===== src/rtl/serial_subtractor.sv =====
// Bit-serial subtractor: computes a - b - bin one bit per clock, LSB first,
// through a single full_subtractor cell. Results are returned through a
// start/done handshake and held until the next operation completes.
//
// Handshake: start is sampled only in IDLE; an accepted start captures a, b
// and bin. busy is high in RUN and DONE. done pulses for exactly one cycle,
// and diff/borrow_out are valid from that cycle until the next operation
// completes. A start presented while busy is ignored and is not queued.

// One-bit full subtractor: diff = a ^ b ^ c, borrow = (a < b + c).
module full_subtractor (
    input  logic a,
    input  logic b,
    input  logic c,
    output logic diff,
    output logic borrow
);
    assign diff   = a ^ b ^ c;
    assign borrow = (~a & (b | c)) | (b & c);
endmodule

module serial_subtractor #(
    parameter int WIDTH = 8
) (
    input  logic             clk,
    input  logic             rst,
    input  logic             start,
    input  logic [WIDTH-1:0] a,
    input  logic [WIDTH-1:0] b,
    input  logic             bin,
    output logic             busy,
    output logic             done,
    output logic [WIDTH-1:0] diff,
    output logic             borrow_out,
    output logic [1:0]       o_dbg_state
);
    localparam int CW = $clog2(WIDTH) + 1;
    localparam logic [CW-1:0] LAST = CW'(WIDTH - 1);

    typedef enum logic [1:0] {
        S_IDLE = 2'd0,
        S_RUN  = 2'd1,
        S_DONE = 2'd2
    } state_t;

    state_t           r_state;
    logic [WIDTH-1:0] r_a_sh;
    logic [WIDTH-1:0] r_b_sh;
    logic [WIDTH-1:0] r_diff_sh;
    logic [WIDTH-1:0] r_diff;
    logic             r_brw;
    logic             r_borrow_out;
    logic             r_busy;
    logic             r_done;
    logic [CW-1:0]    r_cnt;

    logic             w_cell_diff;
    logic             w_cell_borrow;
    logic [WIDTH-1:0] w_next_diff;

    // The only arithmetic in the block: one bit pair plus the running borrow.
    full_subtractor u_cell (
        .a      (r_a_sh[0]),
        .b      (r_b_sh[0]),
        .c      (r_brw),
        .diff   (w_cell_diff),
        .borrow (w_cell_borrow)
    );

    // The new bit enters at the MSB so that after WIDTH shifts bit 0 sits at the LSB.
    assign w_next_diff = {w_cell_diff, r_diff_sh[WIDTH-1:1]};

    // Control FSM with registered outputs; diff only changes when entering DONE.
    always_ff @(posedge clk) begin
        if (rst) begin
            r_state      <= S_IDLE;
            r_a_sh       <= '0;
            r_b_sh       <= '0;
            r_diff_sh    <= '0;
            r_diff       <= '0;
            r_brw        <= 1'b0;
            r_borrow_out <= 1'b0;
            r_busy       <= 1'b0;
            r_done       <= 1'b0;
            r_cnt        <= '0;
        end else begin
            case (r_state)
                S_IDLE: begin
                    r_done <= 1'b0;
                    if (start) begin
                        r_a_sh  <= a;
                        r_b_sh  <= b;
                        r_brw   <= bin;
                        r_cnt   <= '0;
                        r_busy  <= 1'b1;
                        r_state <= S_RUN;
                    end
                end
                S_RUN: begin
                    r_diff_sh <= w_next_diff;
                    r_a_sh    <= r_a_sh >> 1;
                    r_b_sh    <= r_b_sh >> 1;
                    r_brw     <= w_cell_borrow;
                    r_cnt     <= r_cnt + CW'(1);
                    if (r_cnt == LAST) begin
                        r_diff       <= w_next_diff;
                        r_borrow_out <= w_cell_borrow;
                        r_done       <= 1'b1;
                        r_state      <= S_DONE;
                    end
                end
                S_DONE: begin
                    r_done  <= 1'b0;
                    r_busy  <= 1'b0;
                    r_state <= S_IDLE;
                end
                default: begin
                    r_done  <= 1'b0;
                    r_busy  <= 1'b0;
                    r_state <= S_IDLE;
                end
            endcase
        end
    end

    assign busy        = r_busy;
    assign done        = r_done;
    assign diff        = r_diff;
    assign borrow_out  = r_borrow_out;
    assign o_dbg_state = r_state;

endmodule


===== config.mk =====
export PLATFORM = sky130hd
export DESIGN_NAME = serial_subtractor
export DESIGN_NICKNAME = d
export VERILOG_FILES = /design/src/rtl/serial_subtractor.sv
export SDC_FILE = /design/constraint.sdc
export NUM_CORES = 1
export LEC_CHECK = 0
export ABC_CLOCK_PERIOD_IN_PS = 2100
export CORE_MARGIN = 4
export CORE_UTILIZATION = 55
export DETAILED_ROUTE_END_ITERATION = 8
export GPL_ROUTABILITY_DRIVEN = 1
export PLACE_DENSITY = 0.87
export SLEW_MARGIN = 5
export SYNTH_ARGS = -nofsm -noshare
export SYNTH_HDL_FRONTEND = slang
export SYNTH_HIERARCHICAL = 1
export SYNTH_SLANG_ARGS = --single-unit

===== constraint.sdc =====
create_clock -name clk -period 2.1 [get_ports clk]
set_input_delay 0.21 -clock clk [delete_from_list [all_inputs] [get_ports clk]]
set_output_delay 0.21 -clock clk [all_outputs]
set_load 0.01 [all_outputs]

==> qor.yml <==
timing:
  slew_headroom_pct: 68.0
  worst_slew_pin_slew_ps: 479
  fin_tns_setup_ps: 0
  hold_violations: 0
  finalSetupViolCount: 0
  fin_crit_ps: 1690
  rsz0062_at_grt: "no"
  max_freq_ghz: 0.592
  skew_ps: 7.50
  setup_slack_ps: 411
  slew_viol_final: 0
  fin_crit_sh_pct: 80.4
routing:
  ant_nets: 0
  drc: 0
  drtPass1Iterations: 4
  wl_per_cell_um: 13.0
  vias: 1466
  viasPerCell: 5.35
  drt_iter0_markers: 58
  totalWireLength_mm: 3.57
floorplanning:
  core-area_mm2: 0.00308
  die_area_mm2: 0.00424
  die_h_um: 65.1
  io_pins: 33
  row_count: 20
  die-width_um: 65.1
  start_util_pct: 58.3
flow_run:
  cap_violations: 0
clock_tree:
  cts_tree: "done"
  cts_resized: 0
  clk_latency_ps: 340
  cts_setup_buffers: 0
  cts_root_buffer: "clkbuf_4"
  cts_max_level: 2
  cts_buffers: 5
  path_clk_slew_ps: 120
  cts_buffer_depth: 2
  ctsHoldBuffers: 0
  cts.sinks: 41
cells_and_area:
  drive_gt1_share_pct: 9.57
  utilization_pct: 70.8
  syn2layout_area_growth_pct: 21.5
  antenna_cells: 0
  num-nets-final: 251
power:
  finalPower_mw: 1.47
  p_leak_nw: 0.774
  ir_drop_v: 0.000622
  pwr_density_cell_mw_per_mm2: 676
logic_synthesis:
  ys_seq_elements: 41
  syn_area_per_cell_um2: 8.93
  synth_edf_count: 0
  ys_async_sr_fraction_pct: 0
  synth_area_mm2: 0.00179
  synth-seq-area-share_pct: 45.7
  synth_flop_cell: "dfxtp_1"
  yosysWarnings: 6
  syn_nets: 223
  yosysTopAreaCellShare_pct: 45.7
  synth_area_leaders: "dfxtp_1 46%, a211oi_1 5.4%, nor2_1 5.2%"
  ys_types: 35
  yosysTopAreaCell: "dfxtp_1"
  synthCells: 201
  synth_common_cells: "41 x dfxtp_1, 25 x nor2_1, 15 x nand2_1, 13 x a211oi_1, 12 x nand2b_1"
  synth_most_common_cell: "dfxtp_1"
critical_path:
  cp.required_ps: 1890
  worstSetupPathType: "register to primary output"
  startpoint: "o_dbg_state[0]$_SDFFE_PP0P_"
  critPathMaxFanout: 7
  crit_path_max_incr_delay_ps: 600
  critPathTopFamily: "buffers and inverters"
  cp_slowest_cell: "clkdlybuf4s50_1"
  start_kind: "register"
  worst-path-buf-inv: 1
  r2r_start: "o_dbg_state[0]$_SDFFE_PP0P_"
  end_kind: "primary output"
  cp_cell_sequence: "clkdlybuf4s50_1"
  crit_arrival_ps: 1480
outcome:
  status: "completed"
placement:
  gp_congestion: 0.839
  io_buffers: 32
  hpwl_mm: 2.50
  detailedPlace.worstSlack_ps: 452
global_route:
  grt_use_total_pct: 18.7
  first_global_vias: 1387
  grtUsageMet3_pct: 4.10
  grt-ovfl-total: 0
  top_usage_layer: "met2"
  use_met1_pct: 23.9
  antenna_found_initial: 0
  use_met2_pct: 30.5
  grt_pass1_wl_mm: 6.15
  grt_max_degree: 32
hold_path:
  hold_start: "b[7]"
  worstHoldPathType: "input port to register"
## per-layer routing
layer / vias to the layer above / wire [µm]
met4: 0 / 66
met3: 5 / 135
met2: 33 / 1670
met5: - / 0
li1: 759 / -
met1: 669 / 1690
## final timing paths
path                               end  slack (ps)  cells after the start
max reg2reg     r_b_sh[3]$_SDFFE_PP0P_         600                      4
max                     o_dbg_state[0]         410                      1
min reg2reg  r_diff_sh[1]$_SDFFE_PP0P_         470                      2
min             r_b_sh[7]$_SDFFE_PP0P_         460                      2
## report_power, final
part,switching [mW],internal (mW),total [mW]
clock network,0.257,0.126,0.383
logic,0.120,0.114,0.233
registers,0.0335,0.823,0.857
total,0.410,1.06,1.47
## placed cells by master (no fill, tap or decap), types with 2 or more instances in the layout
cell type	Yosys	final
dfxtp_1	41	41
clkdlybuf4s50_1	0	32
nor2_1	25	25
nand2_1	15	15
a211oi_1	13	13
nand2b_1	12	12
o21ai_0	10	10
o2bb2ai_1	10	10
nor2b_1	9	9
a21oi_1	8	8
clkbuf_4	0	5
o21ai_1	4	4
inv_1	4	4
o21ai_2	4	4
buf_4	1	4
nand3b_1	3	3
a22o_1	3	3
and2_1	3	3
a221o_1	3	3
a31oi_1	2	2
nand3_1	2	2
o22ai_1	2	2
clkinv_2	0	2
## cells by family after synthesis
logic type / count (synthesis) / share of synthesized area [%]
AO/OA/AOI/OAI: 62 / 24.4
buffers and inverters: 20 / 6.14
AND/OR/NAND/NOR: 76 / 21.9
adder cells (fa/ha/maj): 2 / 1.81
flip-flops: 41 / 45.7
## registers in the layout, indices dropped and copies added, names as in the netlist, 2 cells and up
signal       count
diff             8
r_a_sh           8
r_b_sh           8
r_diff_sh        7
r_cnt            4
o_dbg_state      2
## stage by stage
step	area, µm²	std cells	hold slack [ps]
finish	2180	274	459
global route	2180	274	459
floorplan	1790	201	336
global placement	2120	266	447
CTS	2180	274	450
detailed placement	2120	266	448
## area by class of cell
| cell class | count | area, µm² |
|---|---|---|
| clock buffer | 5 | 37.5 |
| clock inverter | 3 | 17.5 |
| inverter | 4 | 15.0 |
| tap | 44 | 55.1 |
| fill | 256 | 898 |
| sequential | 41 | 821 |
| multi-input combinational | 140 | 863 |
| timing repair buffer | 37 | 370 |
No activity file was read; power rests on OpenSTA's default activity.
